--- src/rtl/keypad_pkg.sv ---
// Shared keypad definitions: key codes, debounce FSM states and the
// one-hot key vector helpers used by both the debouncer and the entry logic.
package keypad_pkg;

   localparam logic [3:0] KEY_STAR = 4'hA;
   localparam logic [3:0] KEY_HASH = 4'hB;

   typedef enum logic [1:0] {
      ST_IDLE,
      ST_DEBOUNCE,
      ST_PRESSED,
      ST_RELEASE
   } db_state_e;

   function automatic logic is_one_hot(input logic [11:0] v);
      return (v != 12'h000) && ((v & (v - 12'h001)) == 12'h000);
   endfunction

   // Bits 0..8 are '1'..'9', bit 9 '*', bit 10 '0', bit 11 '#'.
   function automatic logic [3:0] key_decode(input logic [11:0] onehot);
      logic [3:0] code;
      code = 4'h0;
      for (int i = 0; i < 9; i++) begin
         if (onehot[i]) code = 4'(i + 1);
      end
      if (onehot[9])  code = KEY_STAR;
      if (onehot[10]) code = 4'h0;
      if (onehot[11]) code = KEY_HASH;
      return code;
   endfunction

endpackage

--- src/rtl/key_entry_if.sv ---
// Keypad entry bus: scanner key vector in, accepted key and entry state out.
interface key_entry_if;
   logic [11:0] key_data;
   logic        key_valid;
   logic [3:0]  key_code;
   logic [15:0] entry_value;
   logic [2:0]  digit_count;
   logic        entry_done;

   modport master (
      output key_data,
      input  key_valid, key_code, entry_value, digit_count, entry_done
   );

   modport slave (
      input  key_data,
      output key_valid, key_code, entry_value, digit_count, entry_done
   );
endinterface

--- src/rtl/key_debounce.sv ---
// Debounce FSM for the one-hot key vector; accept_o is a combinational
// pulse on the DEBOUNCE->PRESSED transition, sample_o the captured key.
module key_debounce
   import keypad_pkg::*;
#(
   parameter int DB_CNT = 160000,
   parameter int CNT_W  = 18
) (
   input  logic        clk,
   input  logic        rst,
   input  logic [11:0] key_data_i,
   output logic        accept_o,
   output logic [11:0] sample_o
);

   localparam logic [CNT_W-1:0] CNT_LAST = CNT_W'(DB_CNT - 1);

   db_state_e        state_q, state_d;
   logic [CNT_W-1:0] cnt_q, cnt_d;
   logic [11:0]      sample_q, sample_d;

   always_ff @(posedge clk or negedge rst) begin
      if (!rst) begin
         state_q  <= ST_IDLE;
         cnt_q    <= '0;
         sample_q <= '0;
      end else begin
         state_q  <= state_d;
         cnt_q    <= cnt_d;
         sample_q <= sample_d;
      end
   end

   always_comb begin
      state_d  = state_q;
      cnt_d    = cnt_q;
      sample_d = sample_q;
      accept_o = 1'b0;
      case (state_q)
         ST_IDLE: begin
            if (is_one_hot(key_data_i)) begin
               sample_d = key_data_i;
               cnt_d    = '0;
               state_d  = ST_DEBOUNCE;
            end
         end
         ST_DEBOUNCE: begin
            if (key_data_i != sample_q) begin
               state_d = ST_IDLE;
            end else if (cnt_q == CNT_LAST) begin
               state_d  = ST_PRESSED;
               accept_o = 1'b1;
            end else begin
               cnt_d = cnt_q + CNT_W'(1);
            end
         end
         ST_PRESSED: begin
            // Held keys stay here; only a full release re-arms the FSM.
            if (key_data_i == 12'h000) begin
               cnt_d   = '0;
               state_d = ST_RELEASE;
            end
         end
         ST_RELEASE: begin
            if (key_data_i != 12'h000) begin
               state_d = ST_PRESSED;
            end else if (cnt_q == CNT_LAST) begin
               state_d = ST_IDLE;
            end else begin
               cnt_d = cnt_q + CNT_W'(1);
            end
         end
         default: state_d = ST_IDLE;
      endcase
   end

   assign sample_o = sample_q;

endmodule

--- src/rtl/key_entry.sv ---
// Keypad entry top: debounces keys, decodes them and maintains a
// four-digit packed-BCD entry committed with '#' and cleared with '*'.
module key_entry
   import keypad_pkg::*;
#(
   parameter int DB_CNT = 160000,
   parameter int CNT_W  = 18
) (
   input  logic      clk,
   input  logic      rst,
   key_entry_if.slave bus
);

   logic        accept;
   logic [11:0] sample;
   logic [3:0]  code;

   logic        key_valid_q, key_valid_d;
   logic [3:0]  key_code_q, key_code_d;
   logic [15:0] entry_value_q, entry_value_d;
   logic [2:0]  digit_count_q, digit_count_d;
   logic        entry_done_q, entry_done_d;

   key_debounce #(
      .DB_CNT (DB_CNT),
      .CNT_W  (CNT_W)
   ) u_debounce (
      .clk        (clk),
      .rst        (rst),
      .key_data_i (bus.key_data),
      .accept_o   (accept),
      .sample_o   (sample)
   );

   assign code = key_decode(sample);

   always_comb begin
      key_valid_d   = accept;
      key_code_d    = key_code_q;
      entry_value_d = entry_value_q;
      digit_count_d = digit_count_q;
      entry_done_d  = 1'b0;
      if (accept) begin
         key_code_d = code;
         if (code <= 4'h9) begin
            // A fifth digit is dropped; the press itself is still reported.
            if (digit_count_q == 3'd0) begin
               entry_value_d = {12'h000, code};
               digit_count_d = 3'd1;
            end else if (digit_count_q < 3'd4) begin
               entry_value_d = {entry_value_q[11:0], code};
               digit_count_d = digit_count_q + 3'd1;
            end
         end else if (code == KEY_STAR) begin
            entry_value_d = 16'h0000;
            digit_count_d = 3'd0;
         end else if (code == KEY_HASH) begin
            if (digit_count_q != 3'd0) begin
               entry_done_d  = 1'b1;
               digit_count_d = 3'd0;
            end
         end
      end
   end

   always_ff @(posedge clk or negedge rst) begin
      if (!rst) begin
         key_valid_q   <= 1'b0;
         key_code_q    <= 4'h0;
         entry_value_q <= 16'h0000;
         digit_count_q <= 3'd0;
         entry_done_q  <= 1'b0;
      end else begin
         key_valid_q   <= key_valid_d;
         key_code_q    <= key_code_d;
         entry_value_q <= entry_value_d;
         digit_count_q <= digit_count_d;
         entry_done_q  <= entry_done_d;
      end
   end

   assign bus.key_valid   = key_valid_q;
   assign bus.key_code    = key_code_q;
   assign bus.entry_value = entry_value_q;
   assign bus.digit_count = digit_count_q;
   assign bus.entry_done  = entry_done_q;

endmodule

--- src/flat_wrapper.sv ---
// flat-port wrapper written by rule: the top's interface ports become plain ports
module key_entry_flat import keypad_pkg::*;
#(
   parameter int DB_CNT = 160000,
   parameter int CNT_W  = 18
)
  (clk, rst, bus_key_data, bus_key_valid, bus_key_code, bus_entry_value, bus_digit_count, bus_entry_done);
  key_entry_if bus_i ();
  input  logic clk;
  input  logic rst;
  input wire logic [$bits(bus_i.key_data)-1:0] bus_key_data;
  output wire logic [$bits(bus_i.key_valid)-1:0] bus_key_valid;
  output wire logic [$bits(bus_i.key_code)-1:0] bus_key_code;
  output wire logic [$bits(bus_i.entry_value)-1:0] bus_entry_value;
  output wire logic [$bits(bus_i.digit_count)-1:0] bus_digit_count;
  output wire logic [$bits(bus_i.entry_done)-1:0] bus_entry_done;
  assign bus_i.key_data = bus_key_data;
  assign bus_key_valid = bus_i.key_valid;
  assign bus_key_code = bus_i.key_code;
  assign bus_entry_value = bus_i.entry_value;
  assign bus_digit_count = bus_i.digit_count;
  assign bus_entry_done = bus_i.entry_done;
  key_entry #(.DB_CNT(DB_CNT), .CNT_W(CNT_W)) u_core (.clk(clk), .rst(rst), .bus(bus_i));
endmodule
--- config.mk ---
export PLATFORM = sky130hd
export DESIGN_NAME = key_entry_flat
export DESIGN_NICKNAME = d
export VERILOG_FILES = /design/src/rtl/keypad_pkg.sv /design/src/rtl/key_entry_if.sv /design/src/rtl/key_debounce.sv /design/src/rtl/key_entry.sv /design/src/flat_wrapper.sv
export SDC_FILE = /design/constraint.sdc
export NUM_CORES = 1
export LEC_CHECK = 0
export ABC_AREA = 1
export CAP_MARGIN = 20
export CELL_PAD_IN_SITES_DETAIL_PLACEMENT = 1
export CELL_PAD_IN_SITES_GLOBAL_PLACEMENT = 2
export CORE_MARGIN = 1
export CORE_UTILIZATION = 34
export DETAILED_ROUTE_END_ITERATION = 16
export HOLD_SLACK_MARGIN = 0.1
export PLACE_DENSITY_LB_ADDON = 0.1
export SYNTH_ARGS = -nofsm -noshare
export SYNTH_HDL_FRONTEND = slang
export SYNTH_SLANG_ARGS = --single-unit
--- constraint.sdc ---
create_clock -name clk -period 4.33 [get_ports clk]
set_clock_uncertainty 0.1 [all_clocks]
set_input_delay 0.433 -clock clk [delete_from_list [all_inputs] [get_ports clk]]
set_output_delay 0.433 -clock clk [all_outputs]
set_load 0.005 [all_outputs]
==> results of run 1 <==
[sequential cells by signal (all words and copies together) (netlist names)]
register and flops:
u_core.u_debounce.cnt_q 18, u_core.bus.entry_value 16, u_core.u_debounce.sample_o 12, u_core.bus.key_code 4, u_core.bus.digit_count 3, u_core.u_debounce.state_q 2, u_core.bus.entry_done 1, u_core.bus.key_valid 1
[synthesized netlist by cell type]
cell type	instances
nand2_1	170
dfrtp_1	57
nor2_1	55
inv_1	41
nand3_1	30
o21ai_0	23
inv_2	13
o21ai_2	10
xor2_1	10
nor3_1	9
o21ai_1	9
a21oi_1	8
nand4_1	6
nor2_4	6
xnor2_1	6
buf_6	4
nand2_2	4
buf_2	3
clkbuf_1	3
ha_1	3
nand2_4	3
o211ai_1	3
buf_4	2
nor2_2	2
or2_2	2
a31oi_1	1
nand3_2	1
nand3b_1	1
nand4_2	1
nor4_1	1
[power by group through the flow]
stage / Combinational [uW] / Sequential [uW] / Clock (uW)
2_1_floorplan: 18.4 / 543 / 0
3_3_place_gp: 51.7 / 543 / 0
3_5_place_dp: 52.4 / 543 / 0
4_1_cts: 53.4 / 532 / 467
5_1_grt: 59.0 / 532 / 488
6_report: 51.3 / 532 / 445
[worst max-delay path, cell delays in order]
cell	delay, ns
clkdlybuf4s50_1	0.51
nor2_1	0.19
nand2_1	0.08
nor2_2	0.17
nand2_1	0.09
nand2_1	0.07
nand2_1	0.05
nor2_1	0.14
nand3_1	0.60
o21ai_0	0.40
[cell families after synthesis]
logic type	share of synthesized area [%]
flops	41.1
simple gates	36.4
fa+ha+maj	1.08
compound gates	9.11
xor+xnor	4.03
buf+inv	8.32
[cell usage in the layout, fill, tap and decap left out, drive strengths merged, types with 2 or more instances in the layout]
cell type	Yosys	final
a21oi	8	8
buf	9	2
clkbuf	3	9
clkdlybuf4s50	0	37
clkinv	0	5
clkinvlp	0	2
dfrtp	57	57
ha	3	3
inv	54	54
nand2	177	177
nand3	31	31
nand4	7	7
nor2	63	63
nor3	9	9
o211ai	3	3
o21ai	42	42
or2	2	2
xnor2	6	6
xor2	10	10
[area by class of cell]
cell class / count / area share (%)
repair buffers: 40 / 9.54
multi-input cells: 364 / 42.7
clock buffers: 9 / 3.01
inverters: 54 / 4.92
well taps: 133 / 4.04
flip-flops and latches: 57 / 34.6
clock inverters: 7 / 1.15
[metrics by stage]
step                      hold WS [ns]  std cells  area [um^2]
final                            0.385        664         4120
after global routing             0.418        664         4120
after CTS                        0.393        664         4120
after detailed placement         0.341        647         3940
after global placement           0.337        647         3940
after floorplan                 0.0374        487         3470
[routing by layer]
metal | vias to the layer above | global-route usage [%] | wire [um]
li1 | 1605 | - | -
met2 | 36 | 31.7 | 4110
met1 | 1475 | 26.2 | 4580
met4 | 0 | 5.53 | 88
met5 | - | 0 | 0
met3 | 8 | 3.46 | 228
[worst paths after layout]
kind / from / endpoint / slack (ns)
min in group asynchronous: rst / u_core.bus.key_valid$_DFF_PN0_ / 0.50
hold / removal: u_core.bus.entry_value[12]$_DFFE_PN0P_ / u_core.bus.entry_value[12]$_DFFE_PN0P_ / 0.38
max in group asynchronous: rst / u_core.u_debounce.state_q[0]$_DFFE_PN0P_ / 2.75
setup reg to reg: u_core.u_debounce.state_q[0]$_DFFE_PN0P_ / u_core.u_debounce.cnt_q[8]$_DFFE_PN0P_ / 1.92
setup / recovery: bus_key_data[7] / u_core.u_debounce.sample_o[11]$_DFFE_PN0P_ / 1.71
hold reg to reg: u_core.bus.entry_value[12]$_DFFE_PN0P_ / u_core.bus.entry_value[12]$_DFFE_PN0P_ / 0.38
==> run summary, run 1 <==
I/O Buffers = 38
Peak VDD IR = 0.000102 V
Combinational Power Share = 5.0%
Nets = 543
Min-Delay Path Depth = 2
Max clock buf depth = 2
H-tree levels = 3
Setup CP Type = in2reg
Top cells by area, synth = dfrtp_1, nand2_1, nor2_1
Seq pwr share = 51.7%
Clock root buffer = clkbuf_8
Total Routing Usage GR = 19.4%
Register Area = 0.00143 mm^2
Mapped Nets = 504
Area of the multi-input gates = 0.00176 mm^2
Clk_lat worst skew = 0.34 ns
Synth top area share = 41.1%
Static leakage = 0.00185 uW
Startpoint types = primary input
Mean Syn Cell Area = 7.13 um^2
RSZ-0062 raised after global routing = false
Worst Tran Pin Value = 0.890 ns
Endpoint class of the critical path = flop
CTS tree = done
Core Util, Final = 41.9%
# setup viols final = 0
ANT cells = 0
Fmax = 381 MHz
Die height = 103 um
Relative max-transition margin = 40.4%
Post-CTS Hold Buffers = 1
Fin. Hold Viols = 0
Layout area overhead = 18.5%
Cts bufs inserted = 9
Leading area contributor after synthesis = dfrtp_1
CP required = 4.46 ns
IO Count = 39
Initial antenna violation count = 0
Die ar. = 0.0106 mm^2
Pin count of the biggest net entering global routing = 36
Wirelength per Cell = 13.6 um
Fin worst setup slack = 1.71 ns
Initial Util = 35.4%
WP data arrival = 2.75 ns
DRC Markers = 0
Die width = 103 um
Pint = 757 uW
Status = complete, no violations
CP Max Fanout = 24
Final Critical Period = 2.62 ns
Vias in the first global route = 3,265
Clock power share = 43.3%
Period utilization = 60.6%
Vias/cell = 4.70
Worst R2R Path Depth = 8
Fillcell total = 1,300
FF+latch count, synth = 57
Routability cong. = 0.819
Post-Syn Instances = 487
Share of cells above drive strength 1 = 11.3%
Distinct cells, synth = 30
Sw frac = 26.4%
Synth warn = 0
Sw Pwr = 272 uW
Sequential share of the synthesized area = 41.1%
GRT overflow = 0
DR pass1 iterations = 4
# rows = 36
Total Wirelength = 9.01 mm
Max Cap Viol = 0
Post-Syn Area = 0.00347 mm^2
Total number of vias = 3,124
Clock slew seen by the registers of the worst setup and hold paths = 0.08 ns
Slew Viols, Final = 0
P per Cell Area = 250 mW/mm^2
Clk sinks = 57
Dpl hpwl = 6.60 mm
Post CTS Setup Buffer Count = 0
Total power = 1030 uW
Pre-CTS setup slack = 1.35 ns
Gates resized, CTS repair = 0
Setup TNS = 0 ns
First-pass GRT wire length = 15.8 mm
Worst min path class = reg2reg
DRT antenna net count = 0
Area of the core = 0.00982 mm^2
DRT iter0 DRCs = 68
Power figures use the tool's default switching activity.
==> inputs of run 2 (changes only) <==
Settings changed: CORE_UTILIZATION 34 to 32.
Clock period 4.33 ns to 2.5 ns, I/O delays scaled along.
==> run 2 against run 1 <==
  * Sequential share of layout area decreased by 1.0 points
  * Final cell count is 2.1% higher
  * Routed wire length decreased by 0.18%
  * Via count up 3.2%
  * Worst setup slack lost 1.3 ns
  * Core utilization shrank 1.2 points
  * Combinational power up 75%
  * Sequential power rose by 73%
  * Die area up 6.1%
  * Count of clock-buffer cells in the layout is 1 higher
  * Power rose by 83%
  * Largest cell class unchanged
  * Largest power group unchanged
  * Highest routed layer unchanged
==> run summary, run 2 (same netlist as run 1, synthesis figures left out) <==
Status = complete, no violations (unchanged)
Slew Viols, Final = 0 (unchanged)
DRT antenna net count = 0 (unchanged)
ANT cells = 0 (unchanged)
IO Count = 39 (unchanged)
First-pass GRT wire length = 15.7 mm (was 15.8 mm)
Routability cong. = 0.761 (was 0.819)
Relative max-transition margin = 59.3% (was 40.4%)
Fmax = 475 MHz
Die ar. = 0.0113 mm^2 (was 0.0106 mm^2)
Total Routing Usage GR = 17.7% (was 19.4%)
CP Max Fanout = 30 (was 24)
Startpoint types = flop (was primary input)
CTS tree = done (unchanged)
WP data arrival = 2.23 ns (was 2.75 ns)
# setup viols final = 0 (unchanged)
Cts bufs inserted = 9 (unchanged)
Peak VDD IR = 0.000179 V (was 0.000102 V)
Final Critical Period = 2.11 ns
Most common cell after layout, fill and taps aside = nand2_1 (unchanged)
RSZ-0062 raised after global routing = false (unchanged)
Met3 wire length = 273 um (was 228 um)
DRT iter0 DRCs = 80 (was 68)
Worst Tran Pin Value = 0.605 ns (was 0.890 ns)
Die width = 106 um (was 103 um)
Core Util, Final = 40.7% (was 41.9%)
Top reg by flops = u_core.u_debounce.cnt_q (unchanged)
I/O Buffers = 38 (unchanged)
Clock root buffer = clkbuf_8 (unchanged)
Period utilization = 84.3%
Clock slew seen by the registers of the worst setup and hold paths = 0.07 ns (was 0.08 ns)
CP cell instances = ha_1 -> nand3_1 -> inv_2 -> nand2_4 -> nor2_4 -> nand4_2 -> nor2_4 -> nand2_4 -> o21ai_1 -> inv_1 (was clkdlybuf4s50_1 -> nor2_1 -> nand2_1 -> nor2_2 -> nand2_1 -> nand2_1 -> nand2_1 -> nor2_1 -> nand3_1 -> o21ai_0)
# rows = 37 (was 36)
CP required = 2.63 ns (was 4.46 ns)
Fin. Hold Viols = 0 (unchanged)
Setup TNS = 0 ns (unchanged)
Slowest cell on crit path = dfrtp_1 (was nand3_1)
Fin area = 0.00424 mm^2 (was 0.00412 mm^2)
Vias/cell = 4.76 (was 4.70)
P per Cell Area = 445 mW/mm^2 (was 250 mW/mm^2)
Setup CP Type = reg2reg (was in2reg)
Area of the core = 0.0104 mm^2 (was 0.00982 mm^2)
Met2 WL post-DR = 4.08 mm (was 4.11 mm)
Clk_lat worst skew = 0.34 ns (about the same)
H-tree levels = 3 (unchanged)
Total Wirelength = 8.99 mm (was 9.01 mm)
Die height = 106 um (was 103 um)
GRT overflow = 0 (unchanged)
DRC Markers = 0 (unchanged)
Endpoint class of the critical path = flop (unchanged)
Nets = 554 (was 543)
Share of cells above drive strength 1 = 12.9% (was 11.3%)
Max Cap Viol = 0 (unchanged)
Worst min path class = in2async (was reg2reg)
Static leakage = 0.00191 uW (was 0.00185 uW)
Commonest cells after routing, fill and taps aside = nand2_1, dfrtp_1, nor2_1 (unchanged)
Wirelength per Cell = 13.3 um (was 13.6 um)
Fillcell total = 1,328 (was 1,300)
Max clock buf depth = 2 (unchanged)
Vias in the first global route = 3,273 (was 3,265)
Crit path largest cell delay = 0.38 ns (was 0.60 ns)
Top Metal Used = met4 (unchanged)
Layout area overhead = 22.1% (was 18.5%)
Pin count of the biggest net entering global routing = 31 (was 36)
Total number of vias = 3,225 (was 3,124)
Initial antenna violation count = 0 (unchanged)
Initial Util = 33.4% (was 35.4%)
DR pass1 iterations = 4 (unchanged)
Met1 WL = 4.50 mm (was 4.58 mm)
Max reg flops = 18 (unchanged)
Post-Place Cell Area = 0.00404 mm^2 (was 0.00394 mm^2)
Dpl hpwl = 6.90 mm (was 6.60 mm)
Clk sinks = 57 (unchanged)
-- run 2: what timing repair did --
action	CTS	global route
setup buffers	0	0
gates resized for setup	0	0
hold buffers	1	0
hold endpoints to repair	19	0
endpoints found under the setup margin	0	0
-- run 2: final timing paths --
kind | cells after the start | to | slack, ns | from
worst min register to register | 2 | u_core.bus.entry_value[12]$_DFFE_PN0P_ | 0.38 | u_core.bus.entry_value[12]$_DFFE_PN0P_
max in group asynchronous | 3 | u_core.bus.entry_value[7]$_DFFE_PN0P_ | 1.34 | rst
min in group clk | 2 | u_core.bus.entry_value[12]$_DFFE_PN0P_ | 0.38 | u_core.bus.entry_value[12]$_DFFE_PN0P_
worst min-delay path | 2 | u_core.bus.digit_count[2]$_DFFE_PN0P_ | 0.31 | rst
worst max register to register | 10 | u_core.bus.entry_value[6]$_DFFE_PN0P_ | 0.39 | u_core.u_debounce.cnt_q[0]$_DFFE_PN0P_
worst max-delay path | 10 | u_core.bus.entry_value[6]$_DFFE_PN0P_ | 0.39 | u_core.u_debounce.cnt_q[0]$_DFFE_PN0P_
-- run 2: through the flow --
| step | power [uW] | setup WS (ns) | hold WS (ns) | std cells |
|---|---|---|---|---|
| after floorplan | 972 | 0.616 | -0.146 | 487 |
| after global placement | 1030 | 0.172 | 0.156 | 661 |
| after detailed placement | 1030 | 0.138 | 0.152 | 661 |
| after CTS | 1920 | 0.350 | 0.307 | 678 |
| after global routing | 1970 | 0.154 | 0.355 | 678 |
| final | 1890 | 0.393 | 0.306 | 678 |
-- run 2: where the power goes --
part           internal (uW)  switching (uW)
Sequential               922           0.202
Combinational           33.6            56.5
Clock                    463             410
Total                   1420             467
-- run 2: final cells by class --
class                           instances  area [um^2]  area share, %
Clock inverter                          6         67.6           1.59
Clock buffer                           10          128           3.01
Inverter                               54          203           4.78
Sequential cell                        57         1430           33.6
Timing Repair Buffer                   51          488           11.5
Tap cell                              136          170           4.01
Multi-Input combinational cell        364         1760           41.5
-- run 2: critical path, delay by kind of cell, from the launching register on --
family	cells	cell delay, ns
buffers and inverters	2	0.19
AOI/OAI and AO/OA	1	0.19
DFF	1	0.38
adders and majority gates	1	0.18
and+or+nand+nor	6	0.96
-- run 2: metal layers --
layer	global-route usage (%)	vias up
met1	24.3	1533
met3	2.76	13
met2	28.0	50
li1	-	1629
met4	6.75	0
met5	0	-
